File: config.mk
export PLATFORM = sky130hd
export DESIGN_NAME = pipe_pack
export DESIGN_NICKNAME = d
export VERILOG_FILES = /design/src/rtl/pipe_pack.sv
export SDC_FILE = /design/constraint.sdc
export NUM_CORES = 1
export LEC_CHECK = 0
export BUFFER_PORTS_ARGS = -buffer_cell sky130_fd_sc_hd__buf_2
export CAP_MARGIN = 0
export CELL_PAD_IN_SITES_DETAIL_PLACEMENT = 1
export CELL_PAD_IN_SITES_GLOBAL_PLACEMENT = 2
export CORE_MARGIN = 5
export CORE_UTILIZATION = 34
export CTS_CLUSTER_SIZE = 25
export DETAILED_ROUTE_END_ITERATION = 8
export PLACE_DENSITY = 0.83
export SYNTH_ARGS = -nofsm -noshare
export SYNTH_HDL_FRONTEND = slang
export SYNTH_SLANG_ARGS = --single-unit
File: constraint.sdc
create_clock -name sys_clk -period 1.6 [get_ports sys_clk]
set_clock_uncertainty 0.1 [all_clocks]
set_input_delay 0.16 -clock sys_clk [delete_from_list [all_inputs] [get_ports sys_clk]]
set_output_delay 0.16 -clock sys_clk [all_outputs]
set_load 0.01 [all_outputs]
File: src/rtl/pipe_pack.sv
// Packs PACK_NUM narrow beats from the middle stage into one registered wide word
// with a per-lane keep mask; last_middle closes a partial word early.
module pipe_pack #(
  parameter int unsigned DATA_W   = 3,
  parameter int unsigned PACK_NUM = 4
) (
  input  logic                       sys_clk,
  input  logic                       rst_n,
  input  logic                       valid_middle,
  input  logic [DATA_W-1:0]          data_middle,
  input  logic                       last_middle,
  output logic                       ready_middle,
  output logic                       valid_down,
  output logic [DATA_W*PACK_NUM-1:0] data_down,
  output logic [PACK_NUM-1:0]        keep_down,
  input  logic                       ready_down
);

  localparam int unsigned CNT_W = $clog2(PACK_NUM);
  localparam logic [CNT_W-1:0] LAST_BEAT = CNT_W'(PACK_NUM - 1);

  logic [CNT_W-1:0]           beat_cnt;
  logic [DATA_W*PACK_NUM-1:0] acc;
  logic [DATA_W*PACK_NUM-1:0] merged;
  logic [PACK_NUM-1:0]        keep_next;
  logic                       out_free;
  logic                       closing;
  logic                       accept;
  logic                       complete;

  assign out_free     = ~valid_down | ready_down;
  assign closing      = (beat_cnt == LAST_BEAT) | last_middle;
  // Only a word-closing beat needs the output register, so only it can stall.
  assign ready_middle = out_free | ~closing;
  assign accept       = valid_middle & ready_middle;
  assign complete     = accept & closing;

  always_comb begin
    merged    = acc;
    keep_next = '0;
    for (int unsigned i = 0; i < PACK_NUM; i++) begin
      if (CNT_W'(i) == beat_cnt) merged[i*DATA_W +: DATA_W] = data_middle;
      keep_next[i] = (i <= 32'(beat_cnt));
    end
  end

  always_ff @(posedge sys_clk or negedge rst_n) begin
    if (!rst_n) begin
      beat_cnt   <= '0;
      acc        <= '0;
      valid_down <= 1'b0;
      data_down  <= '0;
      keep_down  <= '0;
    end else begin
      if (complete) begin
        data_down  <= merged;
        keep_down  <= keep_next;
        valid_down <= 1'b1;
        beat_cnt   <= '0;
        acc        <= '0;
      end else begin
        if (accept) begin
          acc      <= merged;
          beat_cnt <= beat_cnt + CNT_W'(1);
        end
        if (ready_down) valid_down <= 1'b0;
      end
    end
  end

endmodule
# ---- Yosys cells after proc, flatten, opt, wreduce, memory -nomap -nowiden
# Index checks and enable logic that the tools add are counted.
dict set report op_classes {
  n_addsub 1
  n_lt_le_gt_ge 3
  eq_ne 4
  n_mux 10
  n_bitwise 7
  reduce_logical 3
}
# op count
set op_table {}
lappend op_table {{$mux W12} 2}
lappend op_table {{$mux W3} 4}
lappend op_table {{$eq A2 B2 Y1 const A} 2}
lappend op_table {{$le A2 B2 Y1 const A} 2}
lappend op_table {{$mux W2} 2}
lappend op_table {{$reduce_bool A2 Y1} 2}
lappend op_table {{$or A1 B1 Y1} 3}
lappend op_table {{$add A2 B1 Y2 const B} 1}
lappend op_table {{$and A1 B1 Y1} 2}
lappend op_table {{$eq A1 B2 Y1 const A} 1}
lappend op_table {{$eq A2 B2 Y1 const B} 1}
lappend op_table {{$le A1 B2 Y1 const A} 1}
lappend op_table {{$logic_not A2 Y1} 1}
lappend op_table {{$mux W1} 2}
lappend op_table {{$not A1 Y1} 2}
dict set report word_totals {
  register_bits 31
  inputBits 8
  out_inout_bits 18
  wordCells 33
}

# ---- Longest topological paths before layout
# Gate-level depths: netlist of run 1.
dict set report depth {
  word_depth 7
  ltp_mapped 6
  mapped_depth_nobuf 5
}

# ---- Worst setup path after synthesis of run 1
# No wires, ideal clock.
dict set report synth_timing {
  path_type {register to register}
  startpoint {register beat_cnt[1]}
  endpoint {register data_down[0]}
  setup_time_ns 0.128
  arrival_ns 1.494
  required_time_ns 1.372
  setup_slack_ns -0.122
  stages_incl_launch_ff 7
  path_buffers 2
  period_less_slack_ns 1.722
  path_cell_list {dfrtp_1 > ha_1 > buf_6 > nor2_4 > nand3b_4 > buf_4 > mux2_1}
}
dict set report synth_via {
  elab_chain_cells 6
  word_cells_on_any_way 8
  classes_between {eq/ne: 1; mux: 1; bitwise: 5; reduce/logical: 1}
}
# item line
set synth_rtl {}
lappend synth_rtl {{start: declaration} 22} ;# logic [CNT_W-1:0] beat_cnt;
lappend synth_rtl {{start signal: assignment} 64} ;# beat_cnt <= beat_cnt + CNT_W'(1);
lappend synth_rtl {{$eq A2 B2 Y1} 32} ;# assign closing = (beat_cnt == LAST_BEAT) | last_middle;
lappend synth_rtl {{$or A1 B1 Y1} 32}
lappend synth_rtl {{$not A1 Y1} 34} ;# assign ready_middle = out_free | ~closing;
lappend synth_rtl {{$or A1 B1 Y1} 34}
lappend synth_rtl {{$and A1 B1 Y1} 35} ;# assign accept = valid_middle & ready_middle;
lappend synth_rtl {{$and A1 B1 Y1} 36} ;# assign complete = accept & closing;
lappend synth_rtl {{end signal: assignment} 56} ;# data_down <= merged;
lappend synth_rtl {{end: declaration} 14} ;# output logic [DATA_W*PACK_NUM-1:0] data_down,
# Parallel ways exist; a longest one is shown, timed or not.
# A chain may end at the register's enable or synchronous reset.

# ---- Worst setup path in the final report of run 1
dict set report layout_timing {
  startpoint {register beat_cnt[0]}
  endpoint {register acc[7]}
}
dict set report layout_via {
  elab_chain_cells 7
  word_cells_on_any_way 11
  classes_between {eq/ne: 2; mux: 3; bitwise: 5; reduce/logical: 1}
}
# item line
set layout_rtl {}
lappend layout_rtl {{$eq A2 B2 Y1} 32}
lappend layout_rtl {{$or A1 B1 Y1} 32}
lappend layout_rtl {{$not A1 Y1} 34}
lappend layout_rtl {{$or A1 B1 Y1} 34}
lappend layout_rtl {{$and A1 B1 Y1} 35}
lappend layout_rtl {{$and A1 B1 Y1} 36}
lappend layout_rtl {{$mux W12 or $reduce_bool A2 Y1 (tied branches)} --}
lappend layout_rtl {{end signal: assignment} 63} ;# acc <= merged;
lappend layout_rtl {{end: declaration} 23} ;# logic [DATA_W*PACK_NUM-1:0] acc;
# Parallel ways exist; a longest one is shown, timed or not. The select of a mux whose other input is x is not followed.

==> impl_metrics.yaml, run 1 <==
run_status:
  outcome: "finished with violations"
  violations: "negative setup slack"
logic_synthesis:
  yosys.area.top_type: "dfrtp_1"
  ys_types: 23
  synthTopCellsByArea: "dfrtp_1 51%, mux2_2 9.7%, mux2_1 8.9%"
  syn_area_per_cell_um2: 14.4
  synth_xor_area_share_pct: 0
  async_flop_share_pct: 100
  syn_inst: 105
  ys_seq_elements: 31
  synth_edf_count: 0
  syn_nets: 118
  seq_area_frac_synth_pct: 51.2
  synthDominantCellAreaShare_pct: 51.2
  synth_area_mm2: 0.00152
  yosysWarnings: 0
  synthSimpleGateAreaFrac_pct: 8.17
  synth_compound_gate_area_share_pct: 10.7
  synth_fa_ha_area_share_pct: 4.13
  synthTopCellsByCount: "31 x dfrtp_1, 13 x mux2_2, 12 x mux2_1"
  synth_top_family_by_area: "multiplexers"
  yosys.cell_count.top_type: "dfrtp_1"
  synth.area.mux_share_pct: 19.9
  synthFlopType: "dfrtp_1"
setup_path:
  arrival_ns: 1.89
  worstPathCellList: "ha_4 > buf_6 > or4b_4 > o211ai_4 > a32o_2"
  r2r_end: "acc[7]"
  critPathKind: "register to register"
  cpLargestDelayFamily: "simple AND/OR/NAND/NOR gates"
  slowest_stage: "or4b_4"
  crit_buf_inv: 1
  rr_worst_depth: 5
  rrSetupSlack_ns: -0.16
  critPathRequiredTime_ns: 1.73
  cp-start-kind: "register"
  reg2reg_from: "beat_cnt[0]"
  end_kind: "register"
  critPathMaxFanout: 3
  cp_num_cells: 5
  max_stage_delay_ns: 0.54
worst_hold_path:
  hold_path_startpoint: "data_middle[2]"
  min-delay-path-class: "input port to register"
  hold_depth: 2
  whs_endpoint: "acc[5]"
clock_tree:
  cts_tree: "yes"
  clk_transition_reported_paths_ns: 0.07
  cts_buffers: 5
  htreeDepth: 2
  cts.sinks: 31
  worstSkewPairLatency_ns: 0.29
  cts_root_buf: "clkbuf_8"
  clockBufferDepth: 2
layout:
  fillers: 440
  diodes: 0
  drive_gt1_share_pct: 66.2
  nets: 166
  fin_util_pct: 47.4
  syn_to_final_growth_pct: 36.0
floorplanning:
  initial_utilization_pct: 34.8
  dieArea_mm2: 0.00590
  rows: 24
  coreArea_mm2: 0.00435
  die_h_um: 76.8
  io_pins: 26
  die-width_um: 76.8
sta:
  worstMarginPinSlew_ns: 0.721
  max_slew_margin_pct: 51.9
  layout_setup_ws_ns: -0.164
  fin_crit_ns: 1.76
  maxSlewViolCount: 0
  hold_violations: 0
  setup_viol: 22
  finalCritPeriodShare_pct: 110
  grt_setup_unrepaired: "yes"
  holdWs_ns: 0.140
  fmax_ghz: 0.567
routing:
  drtAntennaViolNets: 0
  vias: 1058
  drc: 0
  drt_first_pass_iters: 3
  routedWlPerCell_um: 18.9
  routed_via_density: 5.14
  wl_mm: 3.89
  dr.first_iter.drc_count: 24
power:
  powerDensity_mw_per_mm2: 1240
  irDropWorstVdd_mv: 0.342
  sw_frac_of_total_pct: 30.1
  power_frac_comb_pct: 33.3
  clkPwrFrac_pct: 26.9
  seqPwrFrac_pct: 39.9
  leakagePower_nw: 1.07
  p_sw_w: 0.000771
  p_int_w: 0.00179
run:
  maxCapViolCount: 0
global_routing:
  grt.overflow.total: 0
  grt_pass1_vias: 1212
  grt_pass1_wl_mm: 6.32
  antenna_found_initial: 0
  grt_max_degree: 32
  grt_use_total_pct: 13.6
place:
  dp_hpwl_mm: 2.40
  gp_congestion: 0.763
  io_buffers: 25
  dpl_worst_slack_ns: -0.203
## state kept, by name, summed over array words and instances (netlist names)
register    cells
acc            12
data_down      12
valid_down      1
keep_down       4
beat_cnt        2
## worst max-delay path by stage
stage	slack, ns	to	startpoint
after global placement	-0.18	acc[8]	beat_cnt[0]
after detailed placement	-0.20	acc[7]	beat_cnt[0]
after global routing	-0.19	acc[7]	beat_cnt[0]
after CTS	-0.13	acc[7]	beat_cnt[1]
final	-0.16	acc[7]	beat_cnt[0]
after floorplan	-0.10	data_down[0]	beat_cnt[1]
## placed cells by master (no fill, tap or decap), drive strengths merged
cell type,count
a32o,10
a22o,1
nor2,2
or2,1
dlygate4sd3,1
mux2i,2
or4b,3
ha,5
o21ai,1
mux2,25
clkbuf,8
o211ai,3
dfrtp,31
buf,47
nand2,1
and2,4
nand2b,2
inv,4
nand3b,3
## per-layer routing
| metal | vias to the layer above | track usage [%] | part of all wire [%] |
|---|---|---|---|
| met1 | 547 | 16.8 | 43 |
| met2 | 21 | 22.2 | 51 |
| met4 | 0 | 5.42 | 1.9 |
| li1 | 483 | - | - |
| met5 | - | 0 | 0 |
| met3 | 7 | 3.86 | 3.7 |
## final cells by class
type / instances / area [um2] / share of cell area, %
inverters: 4 / 15.0 / 0.728
clock buffers: 8 / 100 / 4.85
repair buffers: 48 / 322 / 15.6
multi-input cells: 63 / 782 / 37.9
flip-flops and latches: 31 / 778 / 37.7
well taps: 52 / 65.1 / 3.16
## kinds of logic (layout without fill, tap and decap cells)
kind of cell | count (synthesis) | after routing
and+or+nand+nor | 14 | 16
AOI/OAI and AO/OA | 15 | 15
adders and majority gates | 5 | 5
muxes | 27 | 27
buffers and inverters | 13 | 60
DFF | 31 | 31
## through the flow
stage / total power [W] / instance area [um2] / TNS [ns] / std cells
finish: 0.00256 / 2060 / -1.76 / 206
global route: 0.00270 / 2060 / -3.06 / 206
CTS: 0.00252 / 2000 / -1.58 / 202
detailed placement: 0.00168 / 1720 / -3.47 / 183
global placement: 0.00165 / 1720 / -1.91 / 183
floorplan: 0.00143 / 1540 / -1.71 / 105
## power by group through the flow
| stage | Combinational, W | Sequential, W | Clock [W] |
|---|---|---|---|
| after floorplan | 0.000360 | 0.00107 | 0 |
| after global placement | 0.000631 | 0.00102 | 0 |
| after detailed placement | 0.000657 | 0.00102 | 0 |
| after CTS | 0.000803 | 0.00102 | 0.000702 |
| after global routing | 0.000921 | 0.00104 | 0.000737 |
| final | 0.000851 | 0.00102 | 0.000688 |
## what timing repair did
item	CTS	global route
hold buffers	1	0
endpoints found under the hold margin	31	0
setup buffers	9	3
pin swaps	8	6
endpoints found under the setup margin	27	27
gates resized for setup	21	9
cloned	1	1
Power figures use the tool's default switching activity.
==> run 2: changes to the inputs <==
--- a/config.mk
+++ b/config.mk
@@ -13,6 +13,7 @@
 export CORE_UTILIZATION = 34
 export CTS_CLUSTER_SIZE = 25
 export DETAILED_ROUTE_END_ITERATION = 8
+export GPL_TIMING_DRIVEN = 0
 export PLACE_DENSITY = 0.83
 export SYNTH_ARGS = -nofsm -noshare
 export SYNTH_HDL_FRONTEND = slang
==> impl_metrics.yaml, run 2 (synthesized netlist as in run 1, its figures left out) <==
sta:
  fmax_ghz: 0.584
  worstMarginPinSlew_ns: 0.694
  setup_tns_ns: -1.58
  grt_setup_unrepaired: "yes"
  max_slew_margin_pct: 53.8
  maxSlewViolCount: 0
  finalCritPeriodShare_pct: 107
  layout_setup_ws_ns: -0.111
  fin_crit_ns: 1.71
  hold_violations: 0
  setup_viol: 26
clock_tree:
  cts_tree: "yes"
  worstSkewPairLatency_ns: 0.28
  cts_buffers: 5
  htreeDepth: 2
  cts_root_buf: "clkbuf_8"
  clockBufferDepth: 2
  cts.sinks: 31
  clk_transition_reported_paths_ns: 0.06
worst_hold_path:
  min-delay-path-class: "input port to register"
power:
  leakagePower_nw: 1.06
  irDropWorstVdd_mv: 0.556
  powerDensity_mw_per_mm2: 1220
run_status:
  outcome: "finished with violations"
  violations: "negative setup slack"
place:
  dpl_cell_area_mm2: 0.00172
  placedCellCount: 181
  dp_hpwl_mm: 2.27
  io_buffers: 24
  gp_congestion: 0.717
  dpl_worst_slack_ns: -0.290
floorplanning:
  die-width_um: 76.8
  die_h_um: 76.8
  io_pins: 26
  dieArea_mm2: 0.00590
  rows: 24
  coreArea_mm2: 0.00435
  initial_utilization_pct: 34.8
routing:
  routed_via_density: 5.02
  drc: 0
  drtAntennaViolNets: 0
  vias: 978
  wl_mm: 3.42
  dr.first_iter.drc_count: 30
  drt_first_pass_iters: 4
  routedWlPerCell_um: 17.5
layout:
  final_cells: 195
  diodes: 0
  final_cell_mix: "29 x dfrtp_1, 23 x buf_2, 13 x mux2_2, 12 x mux2_4, 9 x a32o_2"
  syn_to_final_growth_pct: 33.3
  nets: 156
  drive_gt1_share_pct: 69.2
  layout_commonest_cell: "dfrtp_1"
  largest_registers: "acc x12, data_down x12, keep_down x4"
  finalInstanceArea_mm2: 0.00202
setup_path:
  critPathMaxFanout: 6
  critPathRequiredTime_ns: 1.72
  crit_buf_inv: 1
  worstPathCellList: "buf_6 > ha_4 > or4b_4 > o211ai_4 > a32o_2"
  cpLargestDelayFamily: "simple AND/OR/NAND/NOR gates"
  slowest_stage: "or4b_4"
  arrival_ns: 1.83
  cp-start-kind: "register"
  max_stage_delay_ns: 0.53
  critPathKind: "register to register"
  end_kind: "register"
global_routing:
  antenna_found_initial: 0
  grt_use_total_pct: 12.3
  grt_pass1_wl_mm: 5.75
  grt.overflow.total: 0
  grt_pass1_vias: 1125
  grt_max_degree: 32
run:
  maxCapViolCount: 0
run 2: cell count changes in the layout (fill, tap and decap cells not counted), sizes merged:
cell	before	now
buf	47	38
nand3b	3	1
clkbuf	8	7
clkinv	0	1
run 2: layer usage:
layer,vias up,global-route usage (%),part of all wire (%)
li1,451,-,-
met1,501,13.9,43
met2,21,21.5,51
met3,5,3.75,4.3
met4,0,4.72,1.6
met5,-,0,0
run 2: area by class of cell:
type,instances,area (um2)
fill,451,2330
sequential,31,778
multi-input combinational,61,762
timing repair buffer,35,251
clock buffer,6,82.6
tap,52,65.1
buffer,5,60.1
inverter,4,17.5
clock inverter,1,5.00
run 2: final timing paths:
| check | cells past startpoint | slack [ns] | start | endpoint |
|---|---|---|---|---|
| setup / recovery | 5 | -0.11 | beat_cnt[1] | acc[6] |
| hold reg to reg | 1 | 0.36 | keep_down[0] | keep_down[0] |
| hold / removal | 2 | 0.11 | valid_middle | keep_down[3] |
| min in group asynchronous | 2 | 0.36 | rst_n | keep_down[2] |
| max in group asynchronous | 2 | 0.56 | rst_n | beat_cnt[0] |
| setup reg to reg | 5 | -0.11 | beat_cnt[1] | acc[6] |
run 2: what timing repair did:
item / CTS / global route
hold endpoints to repair: 31 / 0
endpoints found under the setup margin: 31 / 32
pin swaps: 7 / 6
hold buffers: 1 / 0
gates resized for setup: 21 / 11
gates cloned: 1 / 0
buffers inserted: 8 / 1
run 2: metrics by stage:
step	hold slack [ns]	power, W	utilization [%]
2_1_floorplan	-0.236	0.00143	-
6_report	0.106	0.00247	46.4
3_3_place_gp	0.134	0.00163	39.5
5_1_grt	0.115	0.00260	46.4
3_5_place_dp	0.153	0.00167	39.5
4_1_cts	0.103	0.00245	45.6
run 2: report_power, final:
group	internal, W	total [W]	leakage, nW	switching, W
registers	0.000933	0.00102	0.406	0.0000879
logic	0.000466	0.000822	0.605	0.000356
clock network	0.000337	0.000623	0.0470	0.000286
total	0.00174	0.00247	1.06	0.000730
==> run 3: changes to the inputs <==
--- a/config.mk
+++ b/config.mk
@@ -7,7 +7,7 @@
 export LEC_CHECK = 0
 export BUFFER_PORTS_ARGS = -buffer_cell sky130_fd_sc_hd__buf_2
 export CAP_MARGIN = 0
-export CELL_PAD_IN_SITES_DETAIL_PLACEMENT = 1
+export CELL_PAD_IN_SITES_DETAIL_PLACEMENT = 0
 export CELL_PAD_IN_SITES_GLOBAL_PLACEMENT = 2
 export CORE_MARGIN = 5
 export CORE_UTILIZATION = 34
@@ -15,6 +15,7 @@
 export DETAILED_ROUTE_END_ITERATION = 8
 export GPL_TIMING_DRIVEN = 0
 export PLACE_DENSITY = 0.83
+export SKIP_LAST_GASP = 1
 export SYNTH_ARGS = -nofsm -noshare
 export SYNTH_HDL_FRONTEND = slang
 export SYNTH_SLANG_ARGS = --single-unit
==> impl_metrics.yaml, run 3 (synthesized netlist as in run 1, its figures left out) <==
routing:
  drt_first_pass_iters: 3
  drc: 0
  vias: 939
  routedWlPerCell_um: 16.3
  dr.first_iter.drc_count: 21
  routed_via_density: 4.92
  drtAntennaViolNets: 0
  wl_mm: 3.11
sta:
  worstMarginPinSlew_ns: 0.700
  layout_setup_ws_ns: -0.103
  setup_viol: 22
  finalCritPeriodShare_pct: 106
  maxSlewViolCount: 0
  grt_setup_unrepaired: "yes"
  holdWs_ns: 0.115
  hold_violations: 0
  max_slew_margin_pct: 53.4
  fmax_ghz: 0.587
  fin_crit_ns: 1.70
clock_tree:
  cts_tree: "yes"
  cts_root_buf: "clkbuf_8"
  cts_buffers: 5
  clk_transition_reported_paths_ns: 0.06
  clockBufferDepth: 2
  cts.sinks: 31
  worstSkewPairLatency_ns: 0.28
  htreeDepth: 2
power:
  powerDensity_mw_per_mm2: 1270
  irDropWorstVdd_mv: 0.625
  finalPower_w: 0.00249
  leakagePower_nw: 1.02
worst_hold_path:
  min-delay-path-class: "input port to register"
  hold_depth: 2
  whs_endpoint: "keep_down[3]"
  hold_path_startpoint: "valid_middle"
global_routing:
  grt_use_total_pct: 10.5
  grt.overflow.total: 0
  grt_pass1_wl_mm: 4.91
  grt_max_degree: 32
  grt_pass1_vias: 1007
  antenna_found_initial: 0
setup_path:
  rr_worst_depth: 5
  critPathRequiredTime_ns: 1.72
  critPathKind: "register to register"
  rrSetupSlack_ns: -0.10
  end_kind: "register"
  cpLargestDelayFamily: "simple AND/OR/NAND/NOR gates"
  crit_buf_inv: 1
  worstPathCellList: "buf_4 > ha_4 > or4b_4 > o211ai_2 > a32o_2"
  max_stage_delay_ns: 0.48
  arrival_ns: 1.82
  cp-start-kind: "register"
  slowest_stage: "or4b_4"
  reg2reg_from: "beat_cnt[0]"
  r2r_end: "acc[5]"
  critPathMaxFanout: 7
place:
  gp_congestion: 0.717
  dpl_worst_slack_ns: -0.255
  io_buffers: 24
  dp_hpwl_mm: 2.01
  placedCellCount: 181
layout:
  syn_to_final_growth_pct: 29.0
  final_cells: 191
  layout_commonest_cell: "dfrtp_1"
  fillers: 402
  largest_registers: "acc x12, data_down x12, keep_down x4"
  nets: 152
  final_cell_mix: "29 x dfrtp_1, 23 x buf_2, 13 x mux2_2, 9 x a32o_2, 8 x mux2_4"
  diodes: 0
  drive_gt1_share_pct: 64.0
floorplanning:
  dieArea_mm2: 0.00590
  initial_utilization_pct: 34.8
  io_pins: 26
  die-width_um: 76.8
  rows: 24
  die_h_um: 76.8
  coreArea_mm2: 0.00435
run_status:
  outcome: "finished with violations"
  violations: "negative setup slack"
run:
  maxCapViolCount: 0
## run 3: metal layers
metal | global-route usage, % | part of all wire (%) | vias to the layer above
met1 | 12.9 | 47 | 461
met3 | 3.28 | 4.1 | 5
li1 | - | - | 450
met5 | 0 | 0 | -
met4 | 4.72 | 1.6 | 0
met2 | 16.6 | 47 | 23
## run 3: stage by stage
stage                     cell area, um2  setup TNS, ns  util [%]
after floorplan                     1540          -1.71         -
after global placement              1720          -3.88      39.5
after detailed placement            1720          -4.71      39.5
after CTS                           1890          -2.66      43.3
after global routing                1960          -2.83      44.9
final                               1960          -1.64      44.9
## run 3: final cells by class
cell class | instances | area [um2] | share of cell area [%]
Tap cell | 52 | 65.1 | 3.32
Timing Repair Buffer | 31 | 203 | 10.4
Sequential cell | 31 | 778 | 39.8
Clock buffer | 6 | 72.6 | 3.71
Multi-Input combinational cell | 61 | 734 | 37.5
Clock inverter | 1 | 30.0 | 1.53
Buffer | 5 | 56.3 | 2.88
Inverter | 4 | 17.5 | 0.895
## run 3: worst reg2reg max path, stage by stage, from the launching register on
cell and delay [ns]:
dfrtp_2 0.45, buf_4 0.16, ha_4 0.18, or4b_4 0.49, o211ai_2 0.11, a32o_2 0.15
## run 3: worst max path at each step
stage	from	endpoint	slack [ns]	cells after the start
after global placement	beat_cnt[1]	data_down[1]	-0.22	6
after floorplan	beat_cnt[1]	data_down[0]	-0.10	6
after global routing	beat_cnt[0]	acc[5]	-0.15	5
after detailed placement	beat_cnt[1]	data_down[6]	-0.26	6
final	beat_cnt[0]	acc[5]	-0.10	5
after CTS	beat_cnt[1]	data_down[5]	-0.14	6
## run 3: what timing repair did
action,CTS,global route
endpoints found under the hold margin,31,0
resized for setup,9,15
gates cloned,1,1
pin swaps,5,7
hold buffers,1,0
endpoints found under the setup margin,27,26
setup buffers,4,0
## run 3: report_power, final
part | internal, W | total, W | switching [W]
sequential | 0.000933 | 0.00101 | 0.0000809
clock | 0.000456 | 0.000740 | 0.000284
combinational | 0.000402 | 0.000734 | 0.000332
